==> src/rtl/rr_mux_arbiter_4x1_pkg.sv <==
// rr_mux_arbiter_4x1_pkg: shared state encoding, sizes and round-robin search helper.
package rr_mux_arbiter_4x1_pkg;
    localparam int NUM_REQ = 4;
    localparam int SEL_W = 2;
    typedef enum logic {IDLE = 1'b0, BUSY = 1'b1} state_t;
    // Returns {found, index} of the first set bit in cand, scanning ptr+1, ptr+2, ptr+3, ptr.
    function automatic logic [SEL_W:0] pick(input logic [SEL_W-1:0] ptr, input logic [NUM_REQ-1:0] cand);
        logic [SEL_W:0] r;
        logic [SEL_W-1:0] idx;
        r = '0;
        for (int k = NUM_REQ; k >= 1; k--) begin
            idx = ptr + SEL_W'(k);
            if (cand[idx]) r = {1'b1, idx};
        end
        return r;
    endfunction
endpackage

==> src/rtl/rr_mux_arbiter_4x1_mux.sv <==
// mux_4x1: plain 4:1 bit multiplexer.
module mux_4x1 (
    input  logic [3:0] I,
    input  logic [1:0] S,
    output logic       Y
);
    assign Y = I[S];
endmodule

==> src/rtl/rr_mux_arbiter_4x1.sv <==
// rr_mux_arbiter_4x1: round-robin arbiter with hold limit sharing one 4:1 bit-mux channel.
module rr_mux_arbiter_4x1
    import rr_mux_arbiter_4x1_pkg::*;
#(
    parameter int HOLD_MAX = 4
) (
    input  logic                 clk,
    input  logic                 rst_n,
    input  logic [NUM_REQ-1:0]   req,
    input  logic [NUM_REQ-1:0]   data_in,
    output logic [NUM_REQ-1:0]   gnt,
    output logic [SEL_W-1:0]     sel,
    output logic                 valid,
    output logic                 data_out
);
    localparam logic [3:0] LIM = 4'(HOLD_MAX - 1);
    state_t          state;
    logic [3:0]      hold_cnt;
    logic [SEL_W-1:0] ptr;
    logic [SEL_W:0]  win;
    logic            owner_req, take, mux_y;
    assign owner_req = req[sel];
    // While busy, ptr equals the owner, so masking it leaves only the contenders.
    assign win  = pick(ptr, state == BUSY ? req & ~(4'b0001 << sel) : req);
    assign take = win[SEL_W] && (state == IDLE || !owner_req || hold_cnt == LIM);
    always_ff @(posedge clk or negedge rst_n) begin
        if (!rst_n) begin
            state    <= IDLE;
            gnt      <= '0;
            sel      <= '0;
            valid    <= 1'b0;
            hold_cnt <= '0;
            ptr      <= 2'd3;
        end else if (take) begin
            state    <= BUSY;
            gnt      <= 4'b0001 << win[SEL_W-1:0];
            sel      <= win[SEL_W-1:0];
            valid    <= 1'b1;
            hold_cnt <= '0;
            ptr      <= win[SEL_W-1:0];
        end else if (state == BUSY && !owner_req) begin
            state <= IDLE;
            gnt   <= '0;
            valid <= 1'b0;
        end else if (state == BUSY && hold_cnt != LIM) begin
            hold_cnt <= hold_cnt + 4'd1;
        end
    end
    mux_4x1 u_mux (.I(data_in), .S(sel), .Y(mux_y));
    assign data_out = mux_y & valid;
endmodule

==> config.mk <==
export PLATFORM = sky130hd
export DESIGN_NAME = rr_mux_arbiter_4x1
export DESIGN_NICKNAME = d
export VERILOG_FILES = /design/src/rtl/rr_mux_arbiter_4x1_pkg.sv /design/src/rtl/rr_mux_arbiter_4x1_mux.sv /design/src/rtl/rr_mux_arbiter_4x1.sv
export SDC_FILE = /design/constraint.sdc
export NUM_CORES = 1
export LEC_CHECK = 0
export ABC_CLOCK_PERIOD_IN_PS = 2200
export BUFFER_PORTS_ARGS = -buffer_cell sky130_fd_sc_hd__buf_4
export CAP_MARGIN = 20
export CELL_PAD_IN_SITES_DETAIL_PLACEMENT = 0
export CELL_PAD_IN_SITES_GLOBAL_PLACEMENT = 1
export CORE_MARGIN = 3
export CORE_UTILIZATION = 35
export DETAILED_ROUTE_END_ITERATION = 12
export PLACE_DENSITY_LB_ADDON = 0.1
export SLEW_MARGIN = 40
export SYNTH_ARGS = -nofsm -noshare
export SYNTH_HDL_FRONTEND = slang
export SYNTH_SLANG_ARGS = --single-unit
==> constraint.sdc <==
create_clock -name clk -period 2.2 [get_ports clk]
set_clock_uncertainty 0.1 [all_clocks]
set_input_delay 0.66 -clock clk [delete_from_list [all_inputs] [get_ports clk]]
set_output_delay 0.66 -clock clk [all_outputs]
set_load 0.03 [all_outputs]
# [Yosys cells after proc, flatten, opt, wreduce, memory -nomap -nowiden]
# Cells that the tools add are included.
# W data, S select, Z words.
[op_classes] bitwise_logic=4 n_reduce_logical=9 addsub=4 shift=2 mux=24 n_eq_ne=3 n_lt_le_gt_ge=5
[ops] operator="$mux W4" count=6
[ops] operator="$lt A2 B3 Y1 const B" count=5
[ops] operator="$bmux W1 S2" count=6
[ops] operator="$mux W3" count=4
[ops] operator="$mux W1" count=8
[ops] operator="$shl A1 B2 Y4 const A" count=2
[ops] operator="$add A2 B2 Y2 const B" count=2
[ops] operator="$add A4 B1 Y4 const B" count=1
[ops] operator="$and A4 B4 Y4" count=1
[ops] operator="$eq A4 B2 Y1 const B" count=1
[ops] operator="$ne A4 B2 Y1 const B" count=1
[ops] operator="$not A4 Y4" count=1
[ops] operator="$reduce_bool A2 Y1" count=2
[ops] operator="$logic_and A1 B1 Y1" count=3
[ops] operator="$add A2 B1 Y2 const B" count=1
[ops] operator="$logic_or A1 B1 Y1" count=2
[ops] operator="$ne A2 B2 Y1 const B" count=1
[ops] operator="$reduce_and A2 Y1" count=1
[ops] operator="$and A1 B1 Y1" count=1
[ops] operator="$logic_not A1 Y1" count=1
[ops] operator="$not A1 Y1" count=1
[word_totals] wordCells=56 in_bits=10 regBits=13 output_inout_bits=8

# [Depth between registers and ports, before layout]
[depth] word_depth=13 depth_mapped=6 depth_no_buf=6

# [Modules after synthesis]
# From an unflattened synthesis, not the netlist that was laid out.
[hier_totals] hier_cells=84 area_unflattened_um2=855.8
[modules_own_cells] module="rr_mux_arbiter_4x1" area_per_inst_um2=833.3 instances=1 cells_per_inst=83
[modules_own_cells] module="mux_4x1" area_per_inst_um2=22.5 instances=1 cells_per_inst=1

# [Worst setup path before layout]
# No wires, ideal clock.
[synth_timing] path_type="reg2out" from="register sel[0]" to="output port data_out" t_arrival_ps=1460 path_slack_ps=-20 stages_incl_launch_ff=4 required_time_ps=1440 path_cell_list="dfrtp_1 buf_6 mux4_1 and2_1"
[synth_via] elab_chain_len=3
[synth_lines] element="start, declared" line_no="rr_mux_arbiter_4x1.sv:12" text="output logic [SEL_W-1:0] sel,"
[synth_lines] element="start signal, assigned" line_no="rr_mux_arbiter_4x1.sv:37" text="sel <= win[SEL_W-1:0];"
[synth_lines] element="$bmux W1 S2" line_no="rr_mux_arbiter_4x1_mux.sv:7" text="assign Y = I[S];"
[synth_lines] element="$mux W1 (implied by the code)" line_no="rr_mux_arbiter_4x1_mux.sv:7"
[synth_lines] element="$and A1 B1 Y1" line_no="rr_mux_arbiter_4x1.sv:50" text="assign data_out = mux_y & valid;"
[synth_lines] element="end, declared" line_no="rr_mux_arbiter_4x1.sv:14" text="output logic data_out"
# Every way passes these cells. The select of a mux whose other input is x is not followed.

# [Final worst setup path]
[layout_timing] from="input port data_in[3]" to="output port data_out"
[layout_via] elab_chain_len=3
[layout_lines] element="start, declared" line_no="rr_mux_arbiter_4x1.sv:10" text="input logic [NUM_REQ-1:0] data_in,"
[layout_lines] element="$bmux W1 S2" line_no="rr_mux_arbiter_4x1_mux.sv:7"
[layout_lines] element="$mux W1 (implied by the code)" line_no="rr_mux_arbiter_4x1_mux.sv:7"
[layout_lines] element="$and A1 B1 Y1" line_no="rr_mux_arbiter_4x1.sv:50"
# Every way passes these cells. The select of a mux whose other input is x is not followed.

==> metrics.md <==
| Metric | Value |
|---|---|
| Status | `finished, violations left` |
| Failing checks | `setup timing` |
| Req. time, crit path | `1.44 ns` |
| Die X | `54.24 µm` |
| Max rail drop VDD | `0.6628 mV` |
| Syn Std Cell Area | `814.5 µm²` |
| CTS root buf | `clkbuf_4` |
| Non-Filler Instances | `132` |
| GR Util met2 | `27.89%` |
| Worst-path clk slew | `0.08 ns` |
| CTS buffer count | `3` |
| Vias | `around 750` |
| Final Max Slew Viols | `0` |
| Worst-path maximum fanout | `1` |
| Worst reg2reg setup slack | `0.25 ns` |
| Arrival time worst endpoint | `1.47 ns` |
| Pleak | `0.0004713 µW` |
| Rows | `16` |
| Drt wl/cell | `14.69 µm` |
| Dpl hpwl | `1544 µm` |
| FF-to-FF End | `gnt[2]$_DFFE_PN0P_` |
| Most frequent cells in the layout | `buf_4 (20), nand3_1 (9), dfrtp_1 (9), nand2_1 (7), o21ai_0 (7)` |
| Worst R2R Path Depth | `5` |
| Cell variety after synth | `36` |
| Vias in the first global route | `738` |
| Number of synthesized flops with an enable pin | `0` |
| Worst-case clock buffer depth | `2` |
| Vias/cell | `5.659` |
| Final hold vios | `0` |
| I/O pin total | `18` |
| Post-Syn Instances | `78` |
| Hold WC Path Type | `in -> async` |
| Syn Nets | `89` |
| Core area | `0.002082 mm²` |
| Placed Area | `0.001015 mm²` |
| Pwr dens | `between 1000 and 1500 mW/mm²` |
| Synth Area per Inst | `10.44 µm²` |
| Fillers | `215` |
| CTS tree | `built` |
| #FFs+latches synth | `13` |
| RSZ-0062 raised after global routing | `yes` |
| CP Class | `in -> out` |
| Clock latency on the worst-skew pair | `0.27 ns` |
| Initial Util | `approximately 39%` |
| Final WL | `1939 µm` |
| Post-route setup slack | `-0.03416 ns` |
| PortBufs | `17` |
| First-pass GRT wire length | `3443 µm` |
| Setup crit end kind | `primary output` |
| Type of origin of the critical path | `input port` |
| Final GP Congestion | `0.8012` |
| # Max-Cap Violations | `0` |
| Nets | `117` |
| Final cycle utilization of the critical path | `101.6%` |
| Max-slew headroom | `76.39%` |
| Hold-fix buffers, CTS | `0` |
| DIE AREA | `0.002942 mm²` |
| Post-route cell area | `0.001060 mm²` |
| GR Util met3 | `3.815%` |
| Initial DRC Count | `16` |
| GR Util All Layers | `approximately 16%` |
| Pre-CTS setup slack | `-0.1199 ns` |
| Utilization after layout | `50.90%` |
| Share of cells above drive strength 1 | `43.81%` |
| Synth Flop Type | `dfrtp_1` |
| Post-route setup TNS | `-0.03416 ns` |
| Most common cell after layout, fill and taps aside | `buf_4` |
| Met1 Use GR | `19.66%` |
| Tightest Pin Transition | `about 0.35 ns` |
| Initial antenna violation count | `0` |
| First-pass DRT Iterations | `4` |
| Placed cell count | `128` |
| DRC viols | `0` |
| Yosys warnings | `0` |
| Area grow syn2layout | `30.11%` |
| Asr flop ratio synth | `100.0%` |
| H-tree depth | `1` |
| Antenna viol nets, final | `0` |
| Largest net degree at the start of global routing | `14` |
| Most used routing layer | `met2` |
| Postcts setup bufs | `0` |
| Clk sinks | `13` |
| Ant diodes | `0` |
| Die height | `54.24 µm` |
| Maximum clock rate | `about 450 MHz` |
| Setup violators final | `1` |
| Grt ovf | `0` |
| Critical path origin | `data_in[3]` |
| R2r startpoint | `sel[1]$_DFFE_PN0P_` |
| Min cycle time layout | `2.234 ns` |
| Sequential area share after synthesis | `40.25%` |
kinds of logic after synthesis:
group	after synthesis	share of synthesized area (%)
compound gates	24	22.58
fa+ha+maj	1	1.536
buf+inv	2	2.765
flops	13	40.25
mux	4	8.756
simple gates	34	24.12
sequential cells by signal, summed over array words and instances, names as in the netlist:
register and count:
gnt 4, hold_cnt 4, ptr 2, sel 2
state 1
cell usage after synthesis, types with 2 or more instances:
master | number | area share, %
a21o_1 | 2 | 1.8
a22o_1 | 2 | 2.2
a32o_1 | 2 | 2.5
buf_6 | 2 | 2.8
dfrtp_1 | 11 | 34
dfstp_2 | 2 | 6.5
mux2_2 | 2 | 2.8
nand2_1 | 7 | 3.2
nand2b_1 | 3 | 2.3
nand3_1 | 9 | 5.5
nand3b_1 | 3 | 2.8
nor2_1 | 2 | 0.92
nor2b_1 | 2 | 1.5
o21ai_0 | 7 | 4.3
power by group:
part | total, µW | internal, µW | switching, µW
sequential | 438 | 345 | 93.3
clock | 146 | 70.3 | 76.1
combinational | 947 | 449 | 498
cell type report:
type / instances / area, µm² / area share [%]
Multi-Input combinational cell: 63 / 462.9 / 43.68
Sequential cell: 13 / 330.3 / 31.17
Timing Repair Buffer: 25 / 206.4 / 19.48
Tap cell: 27 / 33.78 / 3.188
Clock buffer: 4 / 26.28 / 2.479
stage by stage:
stage / total power (µW) / hold slack, ns
CTS: 1543 / 0.1136
detailed placement: 1366 / 0.3883
global placement: 1356 / 0.3760
finish: 1532 / 0.1121
floorplan: 1076 / 0.2644
global route: 1658 / 0.1063
worst max-delay path, stage by stage:
cell	delay, ns
buf_6	0.09
mux4_2	0.45
and2_4	0.15
buf_6	0.13
how the worst max path moves through the flow:
stage          slack (ns)  depth (start not counted)        to
4_1_cts             -0.03                          4  data_out
5_1_grt             -0.06                          4  data_out
3_5_place_dp        -0.12                          4  data_out
3_3_place_gp        -0.11                          4  data_out
2_1_floorplan        0.06                          2  data_out
6_report            -0.03                          4  data_out
layer usage:
layer / share of wire [%] / up-vias
met5: 0 / -
met4: 0.98 / 0
met3: 3.8 / 5
met2: 51 / 14
met1: 44 / 372
li1: - / 356
timing repair:
| item | CTS | global route |
|---|---|---|
| setup endpoints to repair | 1 | 1 |
| gates cloned | 0 | 0 |
| pin swaps | 1 | 0 |
| resized for setup | 7 | 1 |
Note: power is estimated with default switching activity, not from simulation.
